--- config.mk ---
export PLATFORM = sky130hd
export DESIGN_NAME = slave_responder
export DESIGN_NICKNAME = d
export VERILOG_FILES = /design/src/rtl/serial_bus_pkg.sv /design/src/rtl/burst_addr_gen.sv /design/src/rtl/slave_responder.sv
export SDC_FILE = /design/constraint.sdc
export NUM_CORES = 1
export LEC_CHECK = 0
export ABC_AREA = 1
export CAP_MARGIN = 25
export CORE_ASPECT_RATIO = 0.7
export CORE_UTILIZATION = 30
export DETAILED_ROUTE_END_ITERATION = 16
export PLACE_DENSITY = 0.51
export SLEW_MARGIN = 10
export SYNTH_ARGS = -nofsm -noshare
export SYNTH_HDL_FRONTEND = slang
export SYNTH_SLANG_ARGS = --single-unit
--- constraint.sdc ---
create_clock -name clk -period 2.4 [get_ports clk]
set_input_delay 0.48 -clock clk [delete_from_list [all_inputs] [get_ports clk]]
set_output_delay 0.48 -clock clk [all_outputs]
set_load 0.02 [all_outputs]
--- src/rtl/serial_bus_pkg.sv ---
`default_nettype none
// ============================================================================
//  Module   : serial_bus_pkg
//  Brief    : Shared instruction codes and responder state encoding for the
//             serial bus slave side.
//  Revision : 1.0 - initial release
// ============================================================================
package serial_bus_pkg;

    // Decoded header instruction codes; 2'b01 is reserved and treated as idle
    localparam logic [1:0] INSTR_IDLE  = 2'b00;
    localparam logic [1:0] INSTR_WRITE = 2'b10;
    localparam logic [1:0] INSTR_READ  = 2'b11;

    // Responder sequencing states
    typedef enum logic [2:0] {
        ST_IDLE     = 3'd0,
        ST_WR_WAIT  = 3'd1,
        ST_WR_MEM   = 3'd2,
        ST_RD_REQ   = 3'd3,
        ST_RD_LATCH = 3'd4,
        ST_RD_TX    = 3'd5,
        ST_FINISH   = 3'd6
    } resp_state_e;

endpackage : serial_bus_pkg
`default_nettype wire

--- src/rtl/burst_addr_gen.sv ---
`default_nettype none
// ============================================================================
//  Module   : burst_addr_gen
//  Brief    : Burst address/count tracker. Load captures a start address and
//             word count (0 means 1); step advances the address (wrapping)
//             and consumes one word. last flags the final remaining word.
//  Revision : 1.0 - initial release
// ============================================================================
module burst_addr_gen #(
    parameter int ADDR_LEN  = 12,
    parameter int BURST_LEN = 12
) (
    input  logic                 clk,
    input  logic                 reset,
    input  logic                 load,
    input  logic                 step,
    input  logic [ADDR_LEN-1:0]  load_addr,
    input  logic [BURST_LEN-1:0] load_count,
    output logic [ADDR_LEN-1:0]  addr,
    output logic                 last
);

    logic [ADDR_LEN-1:0]  addr_q,  addr_d;
    logic [BURST_LEN-1:0] count_q, count_d;

    // Next address/count: load has priority; increment wraps naturally
    always_comb begin
        addr_d  = addr_q;
        count_d = count_q;
        if (load) begin
            addr_d  = load_addr;
            count_d = (load_count == '0) ? BURST_LEN'(1) : load_count;
        end else if (step) begin
            addr_d  = addr_q + ADDR_LEN'(1);
            count_d = count_q - BURST_LEN'(1);
        end
    end

    // Address/count registers, cleared asynchronously by active-low reset
    always_ff @(posedge clk or negedge reset) begin
        if (!reset) begin
            addr_q  <= '0;
            count_q <= '0;
        end else begin
            addr_q  <= addr_d;
            count_q <= count_d;
        end
    end

    assign addr = addr_q;
    assign last = (count_q == BURST_LEN'(1));

endmodule : burst_addr_gen
`default_nettype wire

--- src/rtl/slave_responder.sv ---
`default_nettype none
// ============================================================================
//  Module   : slave_responder
//  Brief    : Serial bus slave responder. Executes decoded write/read burst
//             headers against a local memory with one-cycle read latency and
//             hands read words to the slave transmitter.
//  Revision : 1.0 - initial release
// ============================================================================
module slave_responder
    import serial_bus_pkg::*;
#(
    parameter int ADDR_LEN  = 12,
    parameter int DATA_LEN  = 8,
    parameter int BURST_LEN = 12
) (
    input  logic                 clk,
    input  logic                 reset,
    input  logic                 rx_hdr_valid,
    input  logic [1:0]           rx_instr,
    input  logic [ADDR_LEN-1:0]  rx_addr,
    input  logic [BURST_LEN-1:0] rx_burst,
    input  logic                 rx_data_valid,
    input  logic [DATA_LEN-1:0]  rx_data,
    output logic [ADDR_LEN-1:0]  mem_addr,
    output logic [DATA_LEN-1:0]  mem_wdata,
    output logic                 mem_we,
    output logic                 mem_re,
    input  logic [DATA_LEN-1:0]  mem_rdata,
    output logic                 tx_start,
    output logic [DATA_LEN-1:0]  tx_data,
    input  logic                 tx_done,
    output logic                 busy,
    output logic                 trans_done
);

    resp_state_e         state_q, state_d;
    logic [DATA_LEN-1:0] wdata_q, wdata_d;
    logic [DATA_LEN-1:0] tx_data_q, tx_data_d;
    logic                tx_start_q, tx_start_d;

    logic                ag_load;
    logic                ag_step;
    logic                ag_last;
    logic [ADDR_LEN-1:0] ag_addr;

    burst_addr_gen #(
        .ADDR_LEN  (ADDR_LEN),
        .BURST_LEN (BURST_LEN)
    ) u_addr_gen (
        .clk        (clk),
        .reset      (reset),
        .load       (ag_load),
        .step       (ag_step),
        .load_addr  (rx_addr),
        .load_count (rx_burst),
        .addr       (ag_addr),
        .last       (ag_last)
    );

    // Next-state and datapath control; tx_start is registered alongside
    // tx_data so the word is stable in the same cycle the pulse appears
    always_comb begin
        state_d    = state_q;
        wdata_d    = wdata_q;
        tx_data_d  = tx_data_q;
        tx_start_d = 1'b0;
        ag_load    = 1'b0;
        ag_step    = 1'b0;
        case (state_q)
            ST_IDLE: begin
                if (rx_hdr_valid) begin
                    if (rx_instr == INSTR_WRITE) begin
                        ag_load = 1'b1;
                        state_d = ST_WR_WAIT;
                    end else if (rx_instr == INSTR_READ) begin
                        ag_load = 1'b1;
                        state_d = ST_RD_REQ;
                    end
                end
            end
            ST_WR_WAIT: begin
                if (rx_data_valid) begin
                    wdata_d = rx_data;
                    state_d = ST_WR_MEM;
                end
            end
            ST_WR_MEM: begin
                ag_step = 1'b1;
                state_d = ag_last ? ST_FINISH : ST_WR_WAIT;
            end
            ST_RD_REQ: begin
                state_d = ST_RD_LATCH;
            end
            ST_RD_LATCH: begin
                tx_data_d  = mem_rdata;
                tx_start_d = 1'b1;
                state_d    = ST_RD_TX;
            end
            ST_RD_TX: begin
                if (tx_done) begin
                    ag_step = 1'b1;
                    state_d = ag_last ? ST_FINISH : ST_RD_REQ;
                end
            end
            ST_FINISH: begin
                state_d = ST_IDLE;
            end
            default: begin
                state_d = ST_IDLE;
            end
        endcase
    end

    // State and data registers, cleared asynchronously by active-low reset
    always_ff @(posedge clk or negedge reset) begin
        if (!reset) begin
            state_q    <= ST_IDLE;
            wdata_q    <= '0;
            tx_data_q  <= '0;
            tx_start_q <= 1'b0;
        end else begin
            state_q    <= state_d;
            wdata_q    <= wdata_d;
            tx_data_q  <= tx_data_d;
            tx_start_q <= tx_start_d;
        end
    end

    // Strobes decode from distinct states so they can never overlap
    assign mem_addr   = ag_addr;
    assign mem_wdata  = wdata_q;
    assign mem_we     = (state_q == ST_WR_MEM);
    assign mem_re     = (state_q == ST_RD_REQ);
    assign tx_start   = tx_start_q;
    assign tx_data    = tx_data_q;
    assign busy       = (state_q != ST_IDLE);
    assign trans_done = (state_q == ST_FINISH);

endmodule : slave_responder
`default_nettype wire

; Yosys cells after proc, flatten, opt, wreduce, memory -nomap -nowiden
; Cells that the tools add are included.
[totals]
latch_bits = 0
out_inout_bits = 33
reg_bits = 44
memories = 0
input_bits = 47
mem_bits_ro = 0
ram_bits = 0
word_cells = 47
[classes]
eq_ne = 13
n_lt_le_gt_ge = 0
n_div = 0
add_sub_neg = 2
n_bitwise = 0
shift = 0
n_reduce_logical = 6
multipliers = 0
muxes = 20
[ops]
columns = cell, n
row1 = $mux 12, 5
row2 = $mux 3, 7
row3 = $pmux 3 s6, 1
row4 = $add 12x1->12 const B, 1
row5 = $eq 12x1->1 const B, 1
row6 = $logic_not 12->1, 1
row7 = $sub 12x1->12 const B, 1
row8 = $eq 3x3->1 const B, 3
row9 = $eq 3x2->1 const B, 2
row10 = $mux 1, 6
row11 = $ne 2x2->1 const B, 3
row12 = $eq 2x2->1 const B, 2
row13 = $reduce_and 4->1, 1
row14 = $eq 3x1->1 const B, 1
row15 = $logic_not 3->1, 1
row16 = $ne 3x3->1 const B, 1
row17 = $reduce_bool 3->1, 1
row18 = $pmux 1 s2, 1
row19 = $reduce_and 2->1, 1
row20 = $reduce_bool 2->1, 1

; Longest topological paths before layout
; Gate-level depths: netlist (run 1).
[depth]
depth_word = 6
mapped_depth = 10
ltp_nobuf = 10

; By module
; From an unflattened synthesis (run 1), not the netlist that was laid out.
[hier_totals]
cells_unflattened = 339
area_unflattened_um2 = 2555.0
[by_module_without_submodules]
columns = module, seq_area_each_um2, n_inst, cells_each, area_each_um2
row1 = burst_addr_gen, 600.6, 1, 225, 1602.8
row2 = slave_responder, 500.5, 1, 114, 952.2

; Least setup slack after synthesis (run 1)
; Ideal clock, no wire load.
[synth_timing]
kind = flip-flop to output port
startpoint = register state_q[2]
endpoint = output trans_done
setup_slack_ns = 0.918
n_path_buf = 0
arrival_time_ns = 1.002
path_stages_with_launch = 3
required_ns = 1.920
cell_sequence = dfrtp_1 inv_2 nor3_1
[synth_between]
elab_chain_len = 1
[synth_lines]
columns = element, line
row1 = start: declaration, slave_responder.sv:36  ; resp_state_e state_q, state_d;
row2 = start signal: assignment, slave_responder.sv:122  ; state_q <= state_d;
row3 = $eq 3x3->1, slave_responder.sv:137  ; assign trans_done = (state_q == ST_FINISH);
row4 = end: declaration, slave_responder.sv:33  ; output logic trans_done
; No other way between the ends.

; Worst setup path after layout (run 1)
[layout_timing]
startpoint = register state_q[2]
endpoint = output mem_we
[layout_between]
elab_chain_len = 1
[layout_lines]
columns = element, line
row1 = $eq 3x2->1, slave_responder.sv:132  ; assign mem_we = (state_q == ST_WR_MEM);
row2 = end: declaration, slave_responder.sv:26  ; output logic mem_we,
; No other way between the ends.

==> qor.csv, run 1 <==
metric,value,unit
status,"finished, final reports clean",
post_drt_wl_per_cell,12.82,um
worst_slew_pin_slew,0.5993,ns
htree_levels,2,
fp.dieH,81.04,um
cp.arrival,1.80,ns
syn-instance-count,370,
path_class,flop to primary output,
core,8548,um^2
path_clk_slew,0.06,ns
layout_commonest_cell,nand2_1,
syn_nets,420,
worst_hold_path_type,input pin to asynchronous set/reset pin,
antennaDiodeCount,0,
postCtsHoldBufs,0,
drt_iter0_drc,138,
mostFrequentLayoutCells,"nand2_1, clkdlybuf4s50_1, dfrtp_1",
cts-root-buf,clkbuf_16,
layout-drive-gt1-share,8.628,%
p_int,0.002477,W
grt_pass1_vias,2387,
maxCapViolations,0,
post_cts_resize_count,0,
setup_violations,0,
avgViaCountPerCell,4.444,
leakage,1.799,nW
rsz0062_at_grt,false,
swShare,44.64,%
synth_cell_type_count,32,
tns,0,ns
crit_path_end_kind,primary output,
report.final.slew_viol_count,0,
ys_warn_count,0,
clk_path_buf_depth,2,
fin_nets,501,
fin_crit,2.277,ns
rows,28,
gp_congestion,0.8788,
dp_hpwl,5.459,mm
cts_tree,built,
drc,0,
synth_area,2678,um^2
crit_start,state_q[2],
insertion_delay,0.29,ns
grtUsageTotal,16.77,%
numCtsBuffers,5,
grt_pass1_wl,11.99,mm
port_buffers,79,
path_max_fanout,7,
synth_largest_area_cell,dfrtp_1,
overflow,0,
ir_worst_vdd,425.1,uV
power_switching,0.001997,W
io_pins,80,
dpl_worst_slack,0.2740,ns
r2r_start,state_q[0],
wl,7.333,mm
dieArea,9313,um^2
clkPwrFrac,15.8,%
pwr-share-comb,52.1,%
grt_antenna_before_repair,0,
ys_ff_latch,44,
slew_headroom,60.05,%
powerDensity,1203,nW/um^2
post_cts_buffers,0,
skew,0.006494,ns
fmax,439.1,MHz
areaGrowthSynthToFinish,38.83,%
hold_viol_final,0,
die_w,114.9,um
start_kind,flop,
yosysSeqAreaShare,41.12,%
dr.pass1.iters,4,
avgSynthCellArea,7.237,um^2
fin_crit_sh,94.89,%
ys_top_cells_by_area,"dfrtp_1, nand2_1, nand3_1, inv_1, nor2_1",
clkSinkCount,44,
antenna_left,0,
setup_ws,0.1225,ns
critPathRequiredTime,1.92,ns
via_count,2542,
power_frac_seq,32.1,%
initial_core_util,31.32,%
worstRegToRegCells,5,
synth_top_area_share,41.12,%
grt_max_degree,45,
-- power by group through the flow --
stage          sequential, W  clock (W)  combinational [W]
2_1_floorplan        0.00163          0            0.00129
3_3_place_gp         0.00144          0            0.00233
3_5_place_dp         0.00145          0            0.00236
4_1_cts              0.00144   0.000734            0.00236
5_1_grt              0.00149   0.000766            0.00261
6_report             0.00144   0.000705            0.00233
-- layer usage --
metal / wire length, um / part of all wire (%) / global-route usage, %
met1: 3761 / 51 / 24.11
met2: 3127 / 43 / 24.40
met3: 360 / 4.9 / 4.328
met4: 84 / 1.1 / 5.195
met5: 0 / 0 / 0
-- cells by family after synthesis --
| logic type | synth area share, % |
|---|---|
| xor+xnor | 1.308 |
| buf+inv | 7.756 |
| fa+ha+maj | 1.402 |
| simple gates | 44.39 |
| flops | 41.12 |
| compound gates | 4.019 |
-- worst paths after layout --
check                                          to  slack (ns)
min reg2reg                          mem_wdata[2]        0.47
max in group asynchronous  u_addr_gen.count_q[11]        1.71
max reg2reg                          mem_wdata[1]        0.77
max                                        mem_we        0.12
min                           u_addr_gen.addr[10]        0.27
min in group clk                     mem_wdata[2]        0.47
-- through the flow --
| stage | cell area, um^2 | instances | total power, W | hold WS, ns | utilization (%) |
|---|---|---|---|---|---|
| after floorplan | 2678 | 370 | 0.002922 | 0.1844 | - |
| after global placement | 3567 | 564 | 0.003775 | 0.4556 | 41.73 |
| after detailed placement | 3567 | 564 | 0.003804 | 0.4629 | 41.73 |
| after CTS | 3717 | 572 | 0.004536 | 0.2958 | 43.49 |
| after global routing | 3717 | 572 | 0.004874 | 0.3154 | 43.49 |
| final | 3717 | 572 | 0.004474 | 0.2663 | 43.49 |
-- critical path, stage by stage, from the launching register on --
cell	delay, ns
dfrtp_1	0.45
inv_2	0.17
nand3_2	0.15
inv_1	0.12
clkdlybuf4s50_1	0.62
-- state kept, by name, indices dropped and copies added, names as in the netlist --
signal and count:
u_addr_gen.count_q 12, state_q 3, tx_start 1, tx_data 8, mem_wdata 8, u_addr_gen.addr 12
-- final cells by class --
cell class / count / area [um^2]
clock buffer: 7 / 142.6
clock inverter: 1 / 7.507
fill: 897 / 4831
inverter: 39 / 146.4
multi-input combinational: 280 / 1369
sequential: 44 / 1101
tap: 120 / 150.1
timing repair buffer: 81 / 800.8
-- synth_stat cells (all sizes together) --
cell type	instances
a21boi	3
a21oi	1
buf	7
clkinv	1
dfrtp	44
ha	3
inv	38
nand2	156
nand3	51
nand3b	2
nand4	5
nor2	38
nor3	1
o211ai	7
o21ai	4
o21bai	1
or2	4
xor2	4
Power figures use the tool's default switching activity.
==> inputs of run 2 (changes only) <==
Settings changed: HOLD_SLACK_MARGIN set to 0.03.
==> results of run 2 <==
The final DEF is identical to that of run 1; final timing and power are the same.
==> inputs of run 3 (changes only) <==
==> constraint.sdc (replaced) <==
create_clock -name clk -period 2.4 [get_ports clk]
set_input_delay 0.36 -clock clk [delete_from_list [all_inputs] [get_ports clk]]
set_output_delay 0.36 -clock clk [all_outputs]
set_load 0.02 [all_outputs]
==> qor.csv, run 3 (synthesized netlist as in run 1, its figures left out) <==
metric,value,unit
status,"finished, final reports clean",
areaGrowthSynthToFinish,39.39,%
post_drt_wl_per_cell,12.80,um
insertion_delay,0.28,ns
critPathMaxStageDelay,0.61,ns
layout_commonest_cell,nand2_1,
io_pins,80,
grt_pass1_vias,2517,
path_cells,inv_2 -> nand3_2 -> inv_1 -> clkdlybuf4s50_1,
postCtsHoldBufs,1,
rsz0062_at_grt,false,
mostFrequentLayoutCells,"nand2_1, clkdlybuf4s50_1, dfrtp_1",
hold_viol_final,0,
path_class,flop to primary output,
via_count,2546,
initial_core_util,31.32,%
post_cts_resize_count,0,
fin_crit,2.173,ns
cp_num_buf_inv,3,
pwr-share-comb,51.5,%
grtUsageTotal,17.19,%
numCtsBuffers,5,
whs,0.4724,ns
powerDensity,1214,nW/um^2
fmax,460.2,MHz
ir_worst_vdd,363.3,uV
fp.dieH,81.04,um
grt_antenna_before_repair,0,
power_switching,0.001993,W
grt_pass1_wl,12.36,mm
slew_headroom,66.87,%
fin_nets,502,
fillers,907,
overflow,0,
clkPwrFrac,16.7,%
skew,0.007255,ns
cp.arrival,1.81,ns
crit_family,buffers and inverters,
cts-root-buf,clkbuf_16,
rows,28,
place_area,3567,um^2
drt_iter0_drc,163,
wl,7.310,mm
critPathRequiredTime,2.04,ns
die_w,114.9,um
start_kind,flop,
htree_levels,2,
layout-drive-gt1-share,8.426,%
dp_cells,564,
path_clk_slew,0.06,ns
dr.pass1.iters,4,
avgViaCountPerCell,4.459,
swShare,43.96,%
leakage,1.808,nW
setup_violations,0,
tns,0,ns
cts_tree,built,
fin_crit_sh,90.53,%
antennaDiodeCount,0,
worst_slew_pin_slew,0.4951,ns
path_max_fanout,7,
power_frac_seq,31.7,%
p_int,0.002540,W
worst_hold_path_type,flop to flop,
antenna_left,0,
cpMaxStageDelayCell,clkdlybuf4s50_1,
clk_path_buf_depth,2,
maxCapViolations,0,
dp_hpwl,5.479,mm
stdcell_count,571,
port_buffers,79,
post_cts_buffers,0,
dieArea,9313,um^2
gp_congestion,0.8492,
postLayoutCellArea,3732,um^2
core,8548,um^2
clkSinkCount,44,
crit_path_end_kind,primary output,
drc,0,
grt_max_degree,25,
report.final.slew_viol_count,0,
run 3: final timing paths:
| check | start | end | slack, ns | depth (start not counted) |
|---|---|---|---|---|
| max | state_q[2] | mem_we | 0.23 | 4 |
| min | mem_wdata[5] | mem_wdata[5] | 0.47 | 2 |
| max reg2reg | state_q[0] | u_addr_gen.addr[11] | 0.70 | 6 |
| min reg2reg | mem_wdata[5] | mem_wdata[5] | 0.47 | 2 |
| max in group asynchronous | reset | state_q[2] | 1.27 | 3 |
| min in group asynchronous | reset | u_addr_gen.addr[10] | 0.55 | 2 |
run 3: final cells by class:
type / instances / area, um^2 / share of cell area, %
clock buffers: 5 / 125.1 / 3.352
clock inverters: 1 / 30.03 / 0.8046
inverters: 39 / 146.4 / 3.922
multi-input cells: 280 / 1369 / 36.67
flip-flops and latches: 44 / 1101 / 29.50
well taps: 120 / 150.1 / 4.023
repair buffers: 82 / 810.8 / 21.72
run 3: tightest hold or removal path: cells and delay by family, from the launching register on:
kind,cells,cell delay [ns]
AND/OR/NAND/NOR,2,0.09
flip-flops,1,0.34
run 3: layer usage:
| metal | global-route usage [%] | vias to the layer above | routed length (um) |
|---|---|---|---|
| met5 | 0 | - | 0 |
| met4 | 3.636 | 0 | 64 |
| met3 | 4.179 | 7 | 301 |
| met2 | 26.39 | 47 | 3155 |
| met1 | 24.43 | 1160 | 3788 |
| li1 | - | 1332 | - |
run 3: power by group through the flow:
stage / Combinational, W / Clock [W] / Sequential [W]
after floorplan: 0.00129 / 0 / 0.00163
after global placement: 0.00232 / 0 / 0.00144
after detailed placement: 0.00235 / 0 / 0.00144
after CTS: 0.00236 / 0.000787 / 0.00144
after global routing: 0.00263 / 0.000815 / 0.00150
final: 0.00234 / 0.000758 / 0.00144
run 3: stage by stage:
stage          power, W  worst slack [ns]  util [%]
2_1_floorplan  0.002922            0.9581         -
3_3_place_gp   0.003765            0.4600     41.73
3_5_place_dp   0.003794            0.3740     41.73
4_1_cts        0.004587            0.2185     43.66
5_1_grt        0.004940            0.1268     43.66
6_report       0.004533            0.2272     43.66
